<file path="config.mk">
export PLATFORM = sky130hd
export DESIGN_NAME = multicycle_control_fsm
export DESIGN_NICKNAME = d
export VERILOG_FILES = /design/src/rtl/multicycle_control_fsm.sv
export SDC_FILE = /design/constraint.sdc
export NUM_CORES = 1
export LEC_CHECK = 0
export ABC_AREA = 0
export CAP_MARGIN = 25
export CORE_MARGIN = 1.5
export CORE_UTILIZATION = 30
export DETAILED_ROUTE_END_ITERATION = 6
export PLACE_DENSITY = 0.73
export SLEW_MARGIN = 20
export SYNTH_ARGS = -nofsm -noshare
export SYNTH_HDL_FRONTEND = slang
export SYNTH_SLANG_ARGS = --single-unit
</file>
<file path="constraint.sdc">
create_clock -name clk -period 1.3 [get_ports clk]
set_clock_uncertainty 0.05 [all_clocks]
set_input_delay 0.13 -clock clk [delete_from_list [all_inputs] [get_ports clk]]
set_output_delay 0.13 -clock clk [all_outputs]
set_load 0.01 [all_outputs]
</file>
<file path="src/rtl/multicycle_control_fsm.sv">
// Moore control FSM for the multicycle RV32I core: sequences the shared ALU/memory datapath.
// Optional memory handshake (memReady input) is enabled by defining MULTICYCLE_MEM_READY_EN.
module multicycle_control_fsm #(
  parameter int unsigned STATE_W = 4
) (
  input  logic               clk,
  input  logic               reset,
  input  logic [6:0]         opcode,
  input  logic               zero,
`ifdef MULTICYCLE_MEM_READY_EN
  input  logic               memReady,
`endif
  output logic               pcWrite,
  output logic               adrSrc,
  output logic               irWrite,
  output logic               memWrite,
  output logic               regWrite,
  output logic [1:0]         resultSrc,
  output logic [1:0]         aluSrcA,
  output logic [1:0]         aluSrcB,
  output logic [1:0]         aluOp,
  output logic [1:0]         immSrc,
  output logic               instrDone,
  output logic               illegalInstr,
  output logic [STATE_W-1:0] state
);

  if (STATE_W < 4) begin : g_bad_state_w
    $error("multicycle_control_fsm: STATE_W must be >= 4");
  end

  localparam logic [STATE_W-1:0] S_FETCH    = STATE_W'(0);
  localparam logic [STATE_W-1:0] S_DECODE   = STATE_W'(1);
  localparam logic [STATE_W-1:0] S_MEMADR   = STATE_W'(2);
  localparam logic [STATE_W-1:0] S_MEMREAD  = STATE_W'(3);
  localparam logic [STATE_W-1:0] S_MEMWB    = STATE_W'(4);
  localparam logic [STATE_W-1:0] S_MEMWRITE = STATE_W'(5);
  localparam logic [STATE_W-1:0] S_EXECR    = STATE_W'(6);
  localparam logic [STATE_W-1:0] S_EXECI    = STATE_W'(7);
  localparam logic [STATE_W-1:0] S_ALUWB    = STATE_W'(8);
  localparam logic [STATE_W-1:0] S_JAL      = STATE_W'(9);
  localparam logic [STATE_W-1:0] S_BEQ      = STATE_W'(10);

  localparam logic [6:0] OP_LW  = 7'b0000011;
  localparam logic [6:0] OP_SW  = 7'b0100011;
  localparam logic [6:0] OP_R   = 7'b0110011;
  localparam logic [6:0] OP_I   = 7'b0010011;
  localparam logic [6:0] OP_JAL = 7'b1101111;
  localparam logic [6:0] OP_BEQ = 7'b1100011;

  logic [STATE_W-1:0] state_q;
  logic [STATE_W-1:0] state_d;

  logic       mem_ready;
  logic       pc_update;
  logic       branch;
  logic       ir_write;
  logic       mem_write;
  logic       reg_write;
  logic       instr_done;
  logic       illegal;
  logic       adr_src;
  logic [1:0] result_src;
  logic [1:0] alu_src_a;
  logic [1:0] alu_src_b;
  logic [1:0] alu_op;

`ifdef MULTICYCLE_MEM_READY_EN
  assign mem_ready = memReady;
`else
  assign mem_ready = 1'b1;
`endif

  // State register; reset overrides any pending memory wait.
  always_ff @(posedge clk) begin
    if (reset) begin
      state_q <= S_FETCH;
    end else begin
      state_q <= state_d;
    end
  end

  // Next-state and raw Moore control decode.
  always_comb begin
    state_d    = state_q;
    pc_update  = 1'b0;
    branch     = 1'b0;
    ir_write   = 1'b0;
    mem_write  = 1'b0;
    reg_write  = 1'b0;
    instr_done = 1'b0;
    illegal    = 1'b0;
    adr_src    = 1'b0;
    result_src = 2'b00;
    alu_src_a  = 2'b00;
    alu_src_b  = 2'b00;
    alu_op     = 2'b00;

    case (state_q)
      S_FETCH: begin
        alu_src_b  = 2'b10;
        result_src = 2'b10;
        if (mem_ready) begin
          ir_write  = 1'b1;
          pc_update = 1'b1;
          state_d   = S_DECODE;
        end
      end
      S_DECODE: begin
        alu_src_a = 2'b01;
        alu_src_b = 2'b01;
        case (opcode)
          OP_LW, OP_SW: state_d = S_MEMADR;
          OP_R:         state_d = S_EXECR;
          OP_I:         state_d = S_EXECI;
          OP_JAL:       state_d = S_JAL;
          OP_BEQ:       state_d = S_BEQ;
          default: begin
            illegal = 1'b1;
            state_d = S_FETCH;
          end
        endcase
      end
      S_MEMADR: begin
        alu_src_a = 2'b10;
        alu_src_b = 2'b01;
        state_d   = (opcode == OP_LW) ? S_MEMREAD : S_MEMWRITE;
      end
      S_MEMREAD: begin
        adr_src = 1'b1;
        if (mem_ready) begin
          state_d = S_MEMWB;
        end
      end
      S_MEMWB: begin
        result_src = 2'b01;
        reg_write  = 1'b1;
        instr_done = 1'b1;
        state_d    = S_FETCH;
      end
      S_MEMWRITE: begin
        adr_src   = 1'b1;
        mem_write = 1'b1;
        if (mem_ready) begin
          instr_done = 1'b1;
          state_d    = S_FETCH;
        end
      end
      S_EXECR: begin
        alu_src_a = 2'b10;
        alu_op    = 2'b10;
        state_d   = S_ALUWB;
      end
      S_EXECI: begin
        alu_src_a = 2'b10;
        alu_src_b = 2'b01;
        alu_op    = 2'b10;
        state_d   = S_ALUWB;
      end
      S_ALUWB: begin
        reg_write  = 1'b1;
        instr_done = 1'b1;
        state_d    = S_FETCH;
      end
      S_JAL: begin
        alu_src_a = 2'b01;
        alu_src_b = 2'b10;
        pc_update = 1'b1;
        state_d   = S_ALUWB;
      end
      S_BEQ: begin
        alu_src_a  = 2'b10;
        alu_op     = 2'b01;
        branch     = 1'b1;
        instr_done = 1'b1;
        state_d    = S_FETCH;
      end
      default: begin
        state_d = S_FETCH;
      end
    endcase
  end

  // Immediate format follows the opcode directly, independent of state.
  always_comb begin
    immSrc = 2'b00;
    case (opcode)
      OP_SW:   immSrc = 2'b01;
      OP_BEQ:  immSrc = 2'b10;
      OP_JAL:  immSrc = 2'b11;
      default: immSrc = 2'b00;
    endcase
  end

  // Side-effecting strobes are masked while reset is held.
  assign pcWrite      = ~reset & (pc_update | (branch & zero));
  assign irWrite      = ~reset & ir_write;
  assign memWrite     = ~reset & mem_write;
  assign regWrite     = ~reset & reg_write;
  assign instrDone    = ~reset & instr_done;
  assign illegalInstr = ~reset & illegal;

  assign adrSrc    = adr_src;
  assign resultSrc = result_src;
  assign aluSrcA   = alu_src_a;
  assign aluSrcB   = alu_src_b;
  assign aluOp     = alu_op;
  assign state     = state_q;

endmodule

</file>
==> results_dict.tcl <==
set metrics [dict create \
    status "finished, violations left" \
    violations "negative setup slack" \
    synth_cell_type_count 31 \
    synthCells 64 \
    cap_violations 0 \
    drc 0 \
    tns_ns -3.43 \
    cts_made_buffers 3 \
    peakVddDrop_mv 0.413 \
    cpMaxStageDelayCell "dfxtp_4" \
    required_ns 1.12 \
    cts-root-buf "clkbuf_4" \
    min_period_ns 1.78 \
    die_x_um 41.6 \
    hold_path.class "primary input to flip-flop" \
    grt_pass1_vias 771 \
    relSlewSlack 0.712 \
    cts_tree "done" \
    gr-total-overflow 0 \
    synth_edf_count 0 \
    drt_iter0_markers 47 \
    reg2reg_slack_ns -0.25 \
    ant_nets 0 \
    dp_hpwl_um 1320 \
    end_kind "output port" \
    nNetsFinal 145 \
    rows 13 \
    ys_seq_area_frac 0.179 \
    crit_chain "buf_6 > buf_12 > xnor2_1 > nor4_1 > buf_2" \
    finalCritPeriodShare 1.37 \
    min_from "opcode[4]" \
    rsz0062_at_grt "yes" \
    clock-sinks 4 \
    avgSynthCellArea_um2 7.00 \
    ys_ff_latch 4 \
    r2r_cells 6 \
    powerDensity_nw_per_um2 472 \
    h-tree-depth 1 \
    path_clk_slew_ns 0.05 \
    worstPathArrival_ns 1.60 \
    ios 31 \
    r2r_start "state[0]" \
    first_pass_iters 4 \
    start_util 0.332 \
    fmax_ghz 0.562 \
    vias_per_cell 6.35 \
    diodes 0 \
    final_common_cell "buf_4" \
    routed_wl_um 3300 \
    largest_reg_flops 4 \
    synth_nets 74 \
    layout-drive-gt1-share 0.797 \
    power_leakage_nw 0.574 \
    synth_area_um2 448 \
    final_cell_mix "25 x buf_4, 17 x buf_6, 14 x buf_2" \
    clk_path_buf_depth 2 \
    r2r_end "state[1]" \
    tightest_slew_ns 0.428 \
    area_growth_pct 188 \
    track_usage 0.251 \
    fp.coreArea_um2 1350 \
    slew_viol_final 0 \
    grt_max_degree 8 \
    synthFlopType "dfxtp_1" \
    antenna_found_initial 0 \
    startpoint "state[2]" \
    holdWs_ns 0.338 \
    slowest_delay_ns 0.36 \
    yosys_warnings 0 \
    dieArea_um2 1730 \
    synthArstFlopShare 0 \
    start_kind "flip-flop" \
    vias 940 \
    cp_max_fo 4 \
    grt_first_pass_wirelength_um 3430 \
    finalSetupViolations 16 \
    drt-wirelength-per-cell_um 22.3 \
    insertion_delay_ns 0.25 \
    setup_slack_ns -0.480 \
    hold_violations 0 \
    path_class "flip-flop to output port" \
    min_to "state[2]" \
    die_h_um 41.6 \
    io_buffers 30 \
    gp_congestion 0.836 \
    hold_depth 5 \
]
==> worst max-delay path by stage <==
| stage | to | cells past startpoint |
|---|---|---|
| finish | regWrite | 5 |
| global route | regWrite | 5 |
| CTS | illegalInstr | 3 |
| detailed placement | illegalInstr | 6 |
| global placement | illegalInstr | 6 |
| floorplan | illegalInstr | 3 |
==> where the power goes <==
| group | total, mW | switching, mW | leakage [nW] | internal, mW |
|---|---|---|---|---|
| Sequential | 0.125 | 0.00516 | 0.0355 | 0.120 |
| Combinational | 0.310 | 0.146 | 0.525 | 0.164 |
| Clock | 0.173 | 0.0684 | 0.0138 | 0.104 |
| Total | 0.609 | 0.220 | 0.574 | 0.389 |
==> final cells by class <==
type	instances	area [um2]
well taps	15	18.8
multi-input cells	53	553
clock buffers	3	22.5
fillers	38	61.3
inverters	3	11.3
repair buffers	70	588
flip-flops and latches	4	95.1
==> synth_stat cells, types with 2 or more instances <==
cell      n  area share
nand3_1   2       0.022
or3_1     3       0.042
nand2_1   5       0.042
xor2_1    2       0.039
buf_2     3       0.034
a21oi_1   5       0.056
nor3_1    4       0.045
xnor2_1   2       0.039
dfxtp_1   4        0.18
inv_1     3       0.025
nand2b_1  3       0.042
nor4_1    2       0.028
nor2_1    8       0.067
==> cell families (layout without fill, tap and decap cells) <==
family / count (synthesis) / after routing / synth area share
xor gates and xnor gates: 4 / 4 / 0.0782
and+or+nand+nor: 36 / 36 / 0.475
buffers and inverters: 7 / 76 / 0.0838
DFF: 4 / 4 / 0.179
AOI/OAI and AO/OA: 13 / 13 / 0.184
==> critical path, delay by kind of cell (launching register included) <==
kind	cells	cell delay, ns
buf+inv	3	0.51
flops	1	0.36
simple gates	1	0.34
xor+xnor	1	0.15
==> per-stage QoR <==
step / utilization / instance area (um2) / setup slack, ns / cells / total power, mW
after CTS: 0.865 / 1170 / -0.242 / 143 / 0.527
final: 0.955 / 1290 / -0.480 / 148 / 0.609
after floorplan: - / 474 / -0.0379 / 64 / 0.205
after global placement: 0.739 / 997 / -0.727 / 134 / 0.342
after detailed placement: 0.739 / 997 / -0.757 / 134 / 0.345
after global routing: 0.955 / 1290 / -0.464 / 148 / 0.624
==> routing by layer <==
metal	wire, um	vias to the layer above	share of wire	GRT usage
met1	1060	414	0.32	0.276
met5	0	-	0	0
met3	338	40	0.10	0.0565
met2	1550	110	0.47	0.475
met4	355	0	0.11	0.0645
li1	-	376	-	-
==> what timing repair did <==
item / CTS / global route
setup endpoints to repair: 25 / 19
setup buffers: 6 / 5
endpoints found under the hold margin: 0 / 0
gates resized for setup: 126 / 32
pin swaps: 13 / 12
hold buffers: 0 / 0
No activity file was read; power rests on OpenSTA's default activity.
